File: config.mk
export PLATFORM = sky130hd
export DESIGN_NAME = levenshtein_engine
export DESIGN_NICKNAME = d
export VERILOG_FILES = /design/src/rtl/levenshtein_pkg.sv /design/src/rtl/levenshtein_step.sv /design/src/rtl/levenshtein_engine.sv
export SDC_FILE = /design/constraint.sdc
export NUM_CORES = 1
export LEC_CHECK = 0
export ABC_CLOCK_PERIOD_IN_PS = 4500
export CORE_MARGIN = 2
export CORE_UTILIZATION = 50
export CTS_CLUSTER_DIAMETER = 100
export DETAILED_ROUTE_END_ITERATION = 8
export PLACE_DENSITY = 0.75
export SLEW_MARGIN = 20
export SYNTH_ARGS = -nofsm -noshare
export SYNTH_HDL_FRONTEND = slang
export SYNTH_SLANG_ARGS = --single-unit
File: constraint.sdc
create_clock -name clk_i -period 4.5 [get_ports clk_i]
set_clock_uncertainty 0.05 [all_clocks]
set_input_delay 0.9 -clock clk_i [delete_from_list [all_inputs] [get_ports clk_i]]
set_output_delay 0.9 -clock clk_i [all_outputs]
set_load 0.02 [all_outputs]
File: src/rtl/levenshtein_pkg.sv
// Shared types and constants for the Levenshtein dictionary search engine.
package levenshtein_pkg;
  typedef enum logic [1:0] {
    READ_DICT = 2'd0,
    READ_VEC  = 2'd1,
    STEP      = 2'd2,
    DONE      = 2'd3
  } state_t;

  localparam logic [2:0] ADDR_CTRL      = 3'd0;
  localparam logic [2:0] ADDR_LENGTH    = 3'd1;
  localparam logic [2:0] ADDR_DISTANCE  = 3'd2;
  localparam logic [2:0] ADDR_THRESHOLD = 3'd3;
  localparam logic [2:0] ADDR_IDX_HI    = 3'd4;
  localparam logic [2:0] ADDR_IDX_LO    = 3'd5;
  localparam logic [2:0] ADDR_CNT_HI    = 3'd6;
  localparam logic [2:0] ADDR_CNT_LO    = 3'd7;

  localparam logic [7:0] END_OF_WORD = 8'hFE;
  localparam logic [7:0] END_OF_DICT = 8'hFF;

  localparam int CTRL_ENABLE_BIT = 0;
  localparam int CTRL_DONE_BIT   = 1;
  localparam int CTRL_ERROR_BIT  = 2;
endpackage

File: src/rtl/levenshtein_step.sv
// One column of the bit-parallel edit-distance recurrence (global alignment variant).
module levenshtein_step #(
  parameter int BITVECTOR_WIDTH = 16
) (
  input  logic [BITVECTOR_WIDTH-1:0] i_pm,
  input  logic [BITVECTOR_WIDTH-1:0] i_vp,
  input  logic [BITVECTOR_WIDTH-1:0] i_vn,
  input  logic [BITVECTOR_WIDTH-1:0] i_mask,
  output logic [BITVECTOR_WIDTH-1:0] o_vp_next,
  output logic [BITVECTOR_WIDTH-1:0] o_vn_next,
  output logic                       o_inc,
  output logic                       o_dec
);
  logic [BITVECTOR_WIDTH-1:0] w_x, w_d0, w_hp, w_hn, w_xh;

  assign w_x  = i_pm | i_vn;
  assign w_d0 = (((i_vp & w_x) + i_vp) ^ i_vp) | w_x;
  assign w_hn = i_vp & w_d0;
  assign w_hp = i_vn | ~(i_vp | w_d0);
  // The top row grows by one per text character, hence the forced carry-in.
  assign w_xh = (w_hp << 1) | BITVECTOR_WIDTH'(1);

  assign o_vn_next = w_xh & w_d0;
  assign o_vp_next = (w_hn << 1) | ~(w_xh | w_d0);
  assign o_inc     = |(w_hp & i_mask);
  assign o_dec     = |(w_hn & i_mask);
endmodule

File: src/rtl/levenshtein_engine.sv
// Streams a dictionary over Wishbone and tracks the closest word to the query.
// Optional LEVENSHTEIN_THRESHOLD_EN adds the THRESHOLD register and a match counter.
module levenshtein_engine
  import levenshtein_pkg::*;
#(
  parameter int MASTER_ADDR_WIDTH = 24,
  parameter int SLAVE_ADDR_WIDTH  = 24,
  parameter int BITVECTOR_WIDTH   = 16,
  parameter int DISTANCE_WIDTH    = 8,
  parameter int ID_WIDTH          = 16
) (
  input  logic                         clk_i,
  input  logic                         rst_i,
  output logic                         wbm_cyc_o,
  output logic                         wbm_stb_o,
  output logic [MASTER_ADDR_WIDTH-1:0] wbm_adr_o,
  output logic                         wbm_we_o,
  output logic [7:0]                   wbm_dat_o,
  input  logic                         wbm_ack_i,
  input  logic                         wbm_err_i,
  input  logic                         wbm_rty_i,
  input  logic [7:0]                   wbm_dat_i,
  input  logic                         wbs_cyc_i,
  input  logic                         wbs_stb_i,
  input  logic                         wbs_we_i,
  input  logic [SLAVE_ADDR_WIDTH-1:0]  wbs_adr_i,
  input  logic [7:0]                   wbs_dat_i,
  output logic                         wbs_ack_o,
  output logic                         wbs_err_o,
  output logic                         wbs_rty_o,
  output logic [7:0]                   wbs_dat_o
);
  localparam int BVW    = BITVECTOR_WIDTH;
  localparam int BYTES  = BVW / 8;
  localparam int BEAT_W = (BYTES > 1) ? $clog2(BYTES) : 1;

  state_t                       r_state, w_state_next;
  logic                         r_cyc, r_enable, r_done, r_error, r_wbs_ack;
  logic [7:0]                   r_length, r_char;
  logic [BEAT_W-1:0]            r_beat;
  logic [MASTER_ADDR_WIDTH-2:0] r_dict_address;
  logic [BVW-1:0]               r_pm, r_vp, r_vn;
  logic [DISTANCE_WIDTH-1:0]    r_d, r_best_distance;
  logic [ID_WIDTH-1:0]          r_idx, r_best_idx;

  logic                         w_slave_req, w_slave_wr, w_ctrl_wr, w_len_bad;
  logic                         w_m_ack, w_m_fail, w_last_beat, w_inc, w_dec;
  logic [BVW-1:0]               w_vp_init, w_mask, w_pm_shift, w_vp_next, w_vn_next;
  logic [DISTANCE_WIDTH-1:0]    w_len_d;
  logic [15:0]                  w_idx16;
  logic [7:0]                   w_rd_data;
  logic                         w_unused;

`ifdef LEVENSHTEIN_THRESHOLD_EN
  logic [7:0]  r_threshold;
  logic [15:0] r_cnt;
  logic        w_cnt_hit;
  assign w_cnt_hit = (32'(r_d) <= 32'(r_threshold));
`endif

  assign w_slave_req = wbs_cyc_i & wbs_stb_i & ~r_wbs_ack;
  assign w_slave_wr  = w_slave_req & wbs_we_i;
  assign w_ctrl_wr   = w_slave_wr & (wbs_adr_i[2:0] == ADDR_CTRL);
  assign w_len_bad   = (r_length == 8'd0) || (32'(r_length) > BVW);
  assign w_m_ack     = r_cyc & wbm_ack_i;
  assign w_m_fail    = r_cyc & (wbm_err_i | wbm_rty_i);
  assign w_last_beat = (r_beat == BEAT_W'(BYTES - 1));
  assign w_len_d     = DISTANCE_WIDTH'(r_length);
  assign w_pm_shift  = (r_pm << 8) | BVW'(wbm_dat_i);
  assign w_idx16     = 16'(r_best_idx);
  assign w_unused    = ^wbs_adr_i[SLAVE_ADDR_WIDTH-1:3];

  for (genvar gi = 0; gi < BVW; gi++) begin : g_bits
    assign w_vp_init[gi] = (32'(r_length) > gi);
    assign w_mask[gi]    = (32'(r_length) == gi + 1);
  end

  levenshtein_step #(.BITVECTOR_WIDTH(BVW)) u_step (
    .i_pm(r_pm), .i_vp(r_vp), .i_vn(r_vn), .i_mask(w_mask),
    .o_vp_next(w_vp_next), .o_vn_next(w_vn_next), .o_inc(w_inc), .o_dec(w_dec)
  );

  assign wbm_cyc_o = r_cyc;
  assign wbm_stb_o = r_cyc;
  assign wbm_we_o  = 1'b0;
  assign wbm_dat_o = 8'h00;
  // Vector addresses have a zero MSB through zero-extension of {char, beat}.
  assign wbm_adr_o = (r_state == READ_DICT) ? {1'b1, r_dict_address}
                                            : MASTER_ADDR_WIDTH'({r_char, r_beat});
  assign wbs_ack_o = r_wbs_ack;
  assign wbs_err_o = 1'b0;
  assign wbs_rty_o = 1'b0;
  assign wbs_dat_o = w_rd_data;

  always_comb begin
    w_state_next = r_state;
    if (w_ctrl_wr) w_state_next = READ_DICT;
    else if (w_m_fail) w_state_next = DONE;
    else begin
      case (r_state)
        READ_DICT: if (w_m_ack) begin
          if (wbm_dat_i == END_OF_DICT) w_state_next = DONE;
          else if (wbm_dat_i != END_OF_WORD) w_state_next = READ_VEC;
        end
        READ_VEC:  if (w_m_ack && w_last_beat) w_state_next = STEP;
        STEP:      w_state_next = READ_DICT;
        default:   w_state_next = r_state;
      endcase
    end
  end

  always_ff @(posedge clk_i or posedge rst_i) begin
    if (rst_i) r_state <= READ_DICT;
    else       r_state <= w_state_next;
  end

  always_ff @(posedge clk_i or posedge rst_i) begin
    if (rst_i) begin
      r_cyc <= 1'b0; r_enable <= 1'b0; r_done <= 1'b0; r_error <= 1'b0; r_wbs_ack <= 1'b0;
      r_length <= '0; r_char <= '0; r_beat <= '0; r_dict_address <= '0;
      r_pm <= '0; r_vp <= '0; r_vn <= '0; r_d <= '0; r_best_distance <= '1;
      r_idx <= '0; r_best_idx <= '0;
`ifdef LEVENSHTEIN_THRESHOLD_EN
      r_threshold <= '0; r_cnt <= '0;
`endif
    end else begin
      r_wbs_ack <= w_slave_req;
      if (w_slave_wr && wbs_adr_i[2:0] == ADDR_LENGTH) r_length <= wbs_dat_i;
`ifdef LEVENSHTEIN_THRESHOLD_EN
      if (w_slave_wr && wbs_adr_i[2:0] == ADDR_THRESHOLD) r_threshold <= wbs_dat_i;
`endif
      // A CTRL write outranks any master termination arriving on the same edge.
      if (w_ctrl_wr) begin
        r_cyc <= 1'b0; r_done <= 1'b0; r_idx <= '0; r_best_idx <= '0;
        r_best_distance <= '1; r_d <= w_len_d; r_vp <= w_vp_init; r_vn <= '0;
        r_dict_address <= '0;
        r_enable <= wbs_dat_i[CTRL_ENABLE_BIT] & ~w_len_bad;
        r_error  <= wbs_dat_i[CTRL_ENABLE_BIT] & w_len_bad;
`ifdef LEVENSHTEIN_THRESHOLD_EN
        r_cnt <= '0;
`endif
      end else if (w_m_fail) begin
        r_cyc <= 1'b0; r_enable <= 1'b0; r_error <= 1'b1;
      end else if (w_m_ack) begin
        r_cyc <= 1'b0;
        case (r_state)
          READ_DICT: begin
            r_dict_address <= r_dict_address + (MASTER_ADDR_WIDTH-1)'(1);
            if (wbm_dat_i == END_OF_DICT) begin
              r_enable <= 1'b0; r_done <= 1'b1;
            end else if (wbm_dat_i == END_OF_WORD) begin
              if (r_d < r_best_distance) begin
                r_best_distance <= r_d; r_best_idx <= r_idx;
              end
`ifdef LEVENSHTEIN_THRESHOLD_EN
              if (w_cnt_hit && r_cnt != 16'hFFFF) r_cnt <= r_cnt + 16'd1;
`endif
              r_idx <= r_idx + ID_WIDTH'(1);
              r_d <= w_len_d; r_vp <= w_vp_init; r_vn <= '0;
            end else begin
              r_char <= wbm_dat_i; r_beat <= '0;
            end
          end
          READ_VEC: begin
            r_pm <= w_pm_shift; r_beat <= r_beat + BEAT_W'(1);
          end
          default: ;
        endcase
      end else if (r_state == STEP) begin
        r_vp <= w_vp_next; r_vn <= w_vn_next;
        if (w_inc && r_d != '1) r_d <= r_d + DISTANCE_WIDTH'(1);
        else if (w_dec && r_d != '0) r_d <= r_d - DISTANCE_WIDTH'(1);
      end else if (r_enable && !r_cyc && (r_state == READ_DICT || r_state == READ_VEC)) begin
        r_cyc <= 1'b1;
      end
    end
  end

  always_comb begin
    w_rd_data = 8'h00;
    case (wbs_adr_i[2:0])
      ADDR_CTRL: begin
        w_rd_data[CTRL_ENABLE_BIT] = r_enable;
        w_rd_data[CTRL_DONE_BIT]   = r_done;
        w_rd_data[CTRL_ERROR_BIT]  = r_error;
      end
      ADDR_LENGTH:    w_rd_data = r_length;
      ADDR_DISTANCE:  w_rd_data = 8'(r_best_distance);
      ADDR_IDX_HI:    w_rd_data = w_idx16[15:8];
      ADDR_IDX_LO:    w_rd_data = w_idx16[7:0];
`ifdef LEVENSHTEIN_THRESHOLD_EN
      ADDR_THRESHOLD: w_rd_data = r_threshold;
      ADDR_CNT_HI:    w_rd_data = r_cnt[15:8];
      ADDR_CNT_LO:    w_rd_data = r_cnt[7:0];
`endif
      default:        w_rd_data = 8'h00;
    endcase
  end
endmodule

### Yosys cells after proc, flatten, opt, wreduce, memory -nomap -nowiden

Cells that the tools add are included.

* reduce and logical (&&, ||, !) cells: 41
* equality and inequality tests: 37
* bitwise logic cells: 30
* add/sub/neg operators: 6
* muxes and demuxes: 77
* $lt $le $gt $ge: 18

Operators by type and width (number)
* $mux 16: 27
* $mux 8: 16
* $or 16x16->16: 6
* $mux 23: 4
* $and 16x16->16: 5
* $eq 8x4->1 const B: 8
* $gt 8x4->1 const B: 8
* $eq 8x3->1 const B: 4
* $gt 8x3->1 const B: 4
* $not 16->16: 2
* $reduce_or 16->1: 2
* $mux 24: 1
* $reduce_and 6->1: 4
* $add 23x1->23 const B: 1
* $pmux 5 s4: 1
* $mux 1: 19
* $add 16x1->16 const B: 1
* $add 16x16->16: 1
* $eq 8x2->1 const B: 2
* $eq 8x8->1 const B: 2
* $gt 8x1->1 const B: 2
* $gt 8x2->1 const B: 2
* $ne 8x8->1 const B: 2
* $or 16x8->16: 1
* 40 further kinds: 84

* input bits: 48
* register bits: 143

### Longest topological paths before layout

* depth after elaboration: 16
* depth in mapped cells: 20
* mapped depth without buffers: 20

### By module

From an unflattened synthesis, not the netlist that was laid out.

* cells, all modules: 1073
* area, all modules: 9346.5 µm²

By module, submodules not included
* levenshtein_engine: cells an instance 812, area an instance 7806.2 µm², seq. area each 3588.4 µm², instances 1
* levenshtein_step: cells an instance 261, area an instance 1540.2 µm², seq. area each 0.0 µm², instances 1

### Worst setup path after synthesis

OpenSTA, ideal clock, no wires.

* path type: reg2reg
* from: register r_pm[1]
* to: register r_d[7]
* stages on the path, launching flop included: 20
* slack: 0.287 ns
* required time: 4.372 ns
* arrival time: 4.085 ns
* path through: dfrtp_1 > nor2_1 > and2_1 > ha_1 > o2111ai_2 > a21oi_1 > o41a_1 > nor3_1 > nor4b_4 > a21oi_4 > inv_1 > ha_1 > a21o_1 > a21o_1 > a21o_1 > a21oi_1 > o21ai_0 > xor2_1 > o31a_1 > o2bb2ai_1

* longest elaborated chain between the ends: 16
* elaborated cells between the ends (all ways): 22
* classes of those cells: 1 x add/sub; 5 x mux; 10 x bitwise; 6 x reduce/logical

RTL lines
* start: declaration: RTL line levenshtein_engine.sv:42 `logic [BVW-1:0] r_pm, r_vp, r_vn;`
* start signal: assignment: RTL line levenshtein_engine.sv:165 `r_pm <= w_pm_shift; r_beat <= r_beat + BEAT_W'(1);`
* $or 16x16->16 (*): RTL line levenshtein_step.sv:16 `assign w_x = i_pm | i_vn;`
* $and 16x16->16: RTL line levenshtein_step.sv:17 `assign w_d0 = (((i_vp & w_x) + i_vp) ^ i_vp) | w_x;`
* $add 16x16->16: RTL line levenshtein_step.sv:17
* $xor 16x16->16: RTL line levenshtein_step.sv:17
* $or 16x16->16 (*): RTL line levenshtein_step.sv:17
* $or 16x16->16: RTL line levenshtein_step.sv:19 `assign w_hp = i_vn | ~(i_vp | w_d0);`
* $not 16->16: RTL line levenshtein_step.sv:19
* $or 16x16->16: RTL line levenshtein_step.sv:19
* $and 16x16->16: RTL line levenshtein_step.sv:25 `assign o_inc = |(w_hp & i_mask);`
* $reduce_or 16->1: RTL line levenshtein_step.sv:25
* $logic_and 1x1->1: RTL line levenshtein_engine.sv:171 `if (w_inc && r_d != '1) r_d <= r_d + DISTANCE_WIDTH'(1);`
* $mux 8: RTL line levenshtein_engine.sv:171
* $mux 8: RTL line levenshtein_engine.sv:169 `end else if (r_state == STEP) begin`
* $mux 8: RTL line levenshtein_engine.sv:144 `end else if (w_m_ack) begin`
* $mux 8: RTL line levenshtein_engine.sv:142 `end else if (w_m_fail) begin`
* $mux 8: RTL line levenshtein_engine.sv:133 `if (w_ctrl_wr) begin`
* end signal: assignment: RTL line levenshtein_engine.sv:171
* end signal: assignment: RTL line levenshtein_engine.sv:172 `else if (w_dec && r_d != '0) r_d <= r_d - DISTANCE_WIDTH'(1);`
* end: declaration: RTL line levenshtein_engine.sv:43 `logic [DISTANCE_WIDTH-1:0] r_d, r_best_distance;`

Every way passes the cells marked *; elsewhere a longest branch is shown, timed or not. The select of a mux whose other input is x is not followed.
A chain may end at the register's enable or synchronous reset.

### Final worst setup path

* from: register r_vn[2]
* to: register r_d[6]

* longest elaborated chain between the ends: 16
* elaborated cells between the ends (all ways): 22
* classes of those cells: 1 x add/sub; 5 x mux; 10 x bitwise; 6 x reduce/logical

RTL lines
* start: declaration: RTL line levenshtein_engine.sv:42
* start signal: assignment: RTL line levenshtein_engine.sv:170 `r_vp <= w_vp_next; r_vn <= w_vn_next;`
* $or 16x16->16: RTL line levenshtein_step.sv:16
* $and 16x16->16: RTL line levenshtein_step.sv:17
* $add 16x16->16: RTL line levenshtein_step.sv:17
* $xor 16x16->16: RTL line levenshtein_step.sv:17
* $or 16x16->16: RTL line levenshtein_step.sv:17
* $or 16x16->16: RTL line levenshtein_step.sv:19
* $not 16->16: RTL line levenshtein_step.sv:19
* $or 16x16->16: RTL line levenshtein_step.sv:19
* $and 16x16->16: RTL line levenshtein_step.sv:25
* $reduce_or 16->1: RTL line levenshtein_step.sv:25
* $logic_and 1x1->1: RTL line levenshtein_engine.sv:171
* $mux 8: RTL line levenshtein_engine.sv:171
* $mux 8: RTL line levenshtein_engine.sv:169
* $mux 8: RTL line levenshtein_engine.sv:144
* $mux 8: RTL line levenshtein_engine.sv:142
* $mux 8: RTL line levenshtein_engine.sv:133

Several ways; a longest one is shown, not always the timed one. The select of a mux whose other input is x is not followed.

==> flow_summary.toml <==
[route]
viasPerCell = 6.16
drt_first_pass_iters = 5
drt-wirelength-per-cell_um = 18.9
drcViolationCount = 0
ant_nets = 0
drt-total-wl_um = 25800
drt_iter0_markers = 901
vias = 8396

[layout]
fill_cells = 1555
antenna_cells = 0
finish.utilization = 0.597
final_nets = 1186
drive_gt1_frac = 0.185
area_growth_syn_to_layout_pct = 18.2

[logic_synthesis]
syn_area_um2 = 9380
synthFlopType = "dfrtp_1"
yosys_register_bits = 143
yosysTopAreaCellShare = 0.360
synth_edf_count = 0
ys_seq_area_frac = 0.383
synthTopCellsByArea = "dfrtp_1 36%, mux2_2 5.8%, nand2_1 4.9%"
synthTopCellsByCount = "135 x dfrtp_1, 123 x nand2_1, 106 x nor2_1, 66 x o21ai_0, 48 x mux2_2"
synthesis.instances = 1040
synth-async-reset-ratio = 1.00
syn-mean-instance-area_um2 = 9.02
synth.distinct_cells = 104
yosys_warnings = 0
yosysMostFrequentCell = "dfrtp_1"
yosysTopAreaCell = "dfrtp_1"

[pwr]
p_per_area_nw_per_um2 = 597
pwr-share-seq = 0.306
pwr-share-clk = 0.216
swShare = 0.428
p_comb_frac = 0.478
vdd_drop_max_mv = 0.300
power.leakage_nw = 5.00
p_switching_mw = 2.83
internal_power_mw = 3.78

[timing]
slew_viol_final = 0
timing.final.crit_period_ns = 4.30
finalSetupViolCount = 0
fin_crit_sh = 0.957
tightest_slew_ns = 0.914
grt_setup_unrepaired = "no"
hold_viol_final = 0
maxSlewHeadroom = 0.389
fin_tns_setup_ns = 0
fmax_mhz = 232
holdWs_ns = 0.450

[placement]
port_buffers = 61
place_congestion = 0.941
post-dp-hpwl_um = 18500

[hold_path]
hold_class = "reg2reg"
holdCritStartpoint = "r_best_idx[0]"

[global_routing]
grt_overflow_total = 0
grtUsageTotal = 0.265
antenna_found_initial = 0
grt_max_degree = 60
grt_pass1_wl_um = 42000
grt_pass1_vias = 8105

[die]
core-area_um2 = 18600
die_w_um = 141
start_util = 0.505
placementRows = 50
die_y_um = 141
io_pins = 94
die_area_um2 = 19900

[clock_network]
cts_sinks = 143
clockBufferDepth = 2
cts_tree = "built"
clk_pin_slew_worst_paths_ns = 0.07
clk_latency_ns = 0.43
cts-buffers-inserted = 17
root_buffer = "clkbuf_16"
postCtsHoldBufs = 0
htree_levels = 4

[critical_path]
cpMostUsedCell = "a21o_1"
slowest_delay_ns = 0.54
timing.critical_path.required_ns = 4.77
end_kind = "register"
cp-start-kind = "register"
critPathArrivalTime_ns = 4.58
r2r-start = "r_vn[2]"
crit_start = "r_vn[2]"
slowest_stage = "or4_4"
crit_fanout = 7
critical_path.cell_chain = "or4_4 > o21a_4 > and4_1 > o211ai_2 > a31oi_1 > o2111a_1 > a21oi_4 > inv_2 > buf_4 > ha_1 > a21o_1 > a21o_1 > a21o_1 > a21oi_1 > xor2_1 > o21ai_0 > mux2_4"
worstSetupPathType = "reg2reg"

[run_status]
outcome = "completed"

[job]
maxCapViolCount = 0
registers in the layout, indices dropped and copies added, names as in the netlist, 2 cells and up:
name             cells
r_idx               16
r_best_idx          16
r_pm                16
r_vp                16
r_char               8
r_dict_address      23
r_best_distance      8
r_length             8
r_state              2
r_d                  8
r_vn                16
power groups by stage:
stage               registers [mW]  clock network, mW  logic [mW]
floorplan                     1.84                  0        2.30
global placement              2.01                  0        2.97
detailed placement            2.02                  0        3.04
CTS                           2.01               1.44        3.07
global route                  2.06               1.51        3.49
finish                        2.03               1.43        3.16
critical path: cells and delay by family, from the launching register on:
kind	cells	cell delay (ns)
adders and majority gates	1	0.31
buffers and inverters	2	0.20
muxes	1	0.28
xor gates and xnor gates	1	0.15
and+or+nand+nor	2	0.81
AOI/OAI and AO/OA	10	1.92
DFF	1	0.45
stage by stage:
step / power (mW) / instances / worst slack (ns) / cell area [µm²]
after CTS: 6.51 / 1362 / 0.0685 / 11000
final: 6.62 / 1364 / 0.195 / 11100
after detailed placement: 5.06 / 1330 / 0.110 / 10400
after global placement: 4.98 / 1330 / 0.214 / 10400
after global routing: 7.06 / 1364 / 0.0197 / 11100
after floorplan: 4.14 / 1050 / 0.287 / 9420
worst paths after layout:
path	cells after the start	slack [ns]	end
max in group asynchronous	3	2.79	r_best_distance[6]
worst max-delay path	17	0.20	r_d[6]
worst min-delay path	2	0.45	r_best_idx[0]
worst min register to register	2	0.45	r_best_idx[0]
worst max register to register	17	0.20	r_d[6]
min in group asynchronous	2	0.79	r_d[4]
area by class of cell:
type | count | area (µm²) | area share
multi-input combinational | 805 | 5410 | 0.488
sequential | 143 | 3590 | 0.324
timing repair buffer | 120 | 1070 | 0.0962
clock buffer | 17 | 425 | 0.0384
tap | 234 | 293 | 0.0264
clock inverter | 15 | 181 | 0.0164
inverter | 30 | 116 | 0.0105
cells by family (layout without fill, tap and decap cells):
logic type,count (synthesis),after routing,synth area share
simple gates,417,417,0.223
compound gates,242,242,0.185
flops,143,143,0.383
buf+inv,102,182,0.0506
mux,71,71,0.0894
xor+xnor,42,42,0.0392
fa+ha+maj,22,22,0.0299
other cells,1,11,0.000400
placed cells by master, fill, tap and decap left out, drive strengths merged, types with 15 or more instances in the layout:
master and n:
nand3 43, clkbuf 17, nand2 123, and2 21, o21ai 69, a21oi 37, inv 38, nor2 107
and3 15, xor2 32, dfrtp 135, clkdlybuf4s50 61, buf 59, ha 20, mux2 54, nand4 21
nor3 16, a21o 17
per-layer routing:
metal  GRT usage  wire length (µm)  up-vias
li1            -                 -     3899
met1       0.364             11400     4148
met4      0.0926               567        0
met3      0.0452              1470       40
met2       0.425             12400      309
met5           0                 0        -
what timing repair did:
| item | CTS | global route |
|---|---|---|
| setup buffers | 0 | 2 |
| setup endpoints to repair | 0 | 3 |
| resized for setup | 0 | 11 |
Note: power is estimated with default switching activity, not from simulation.
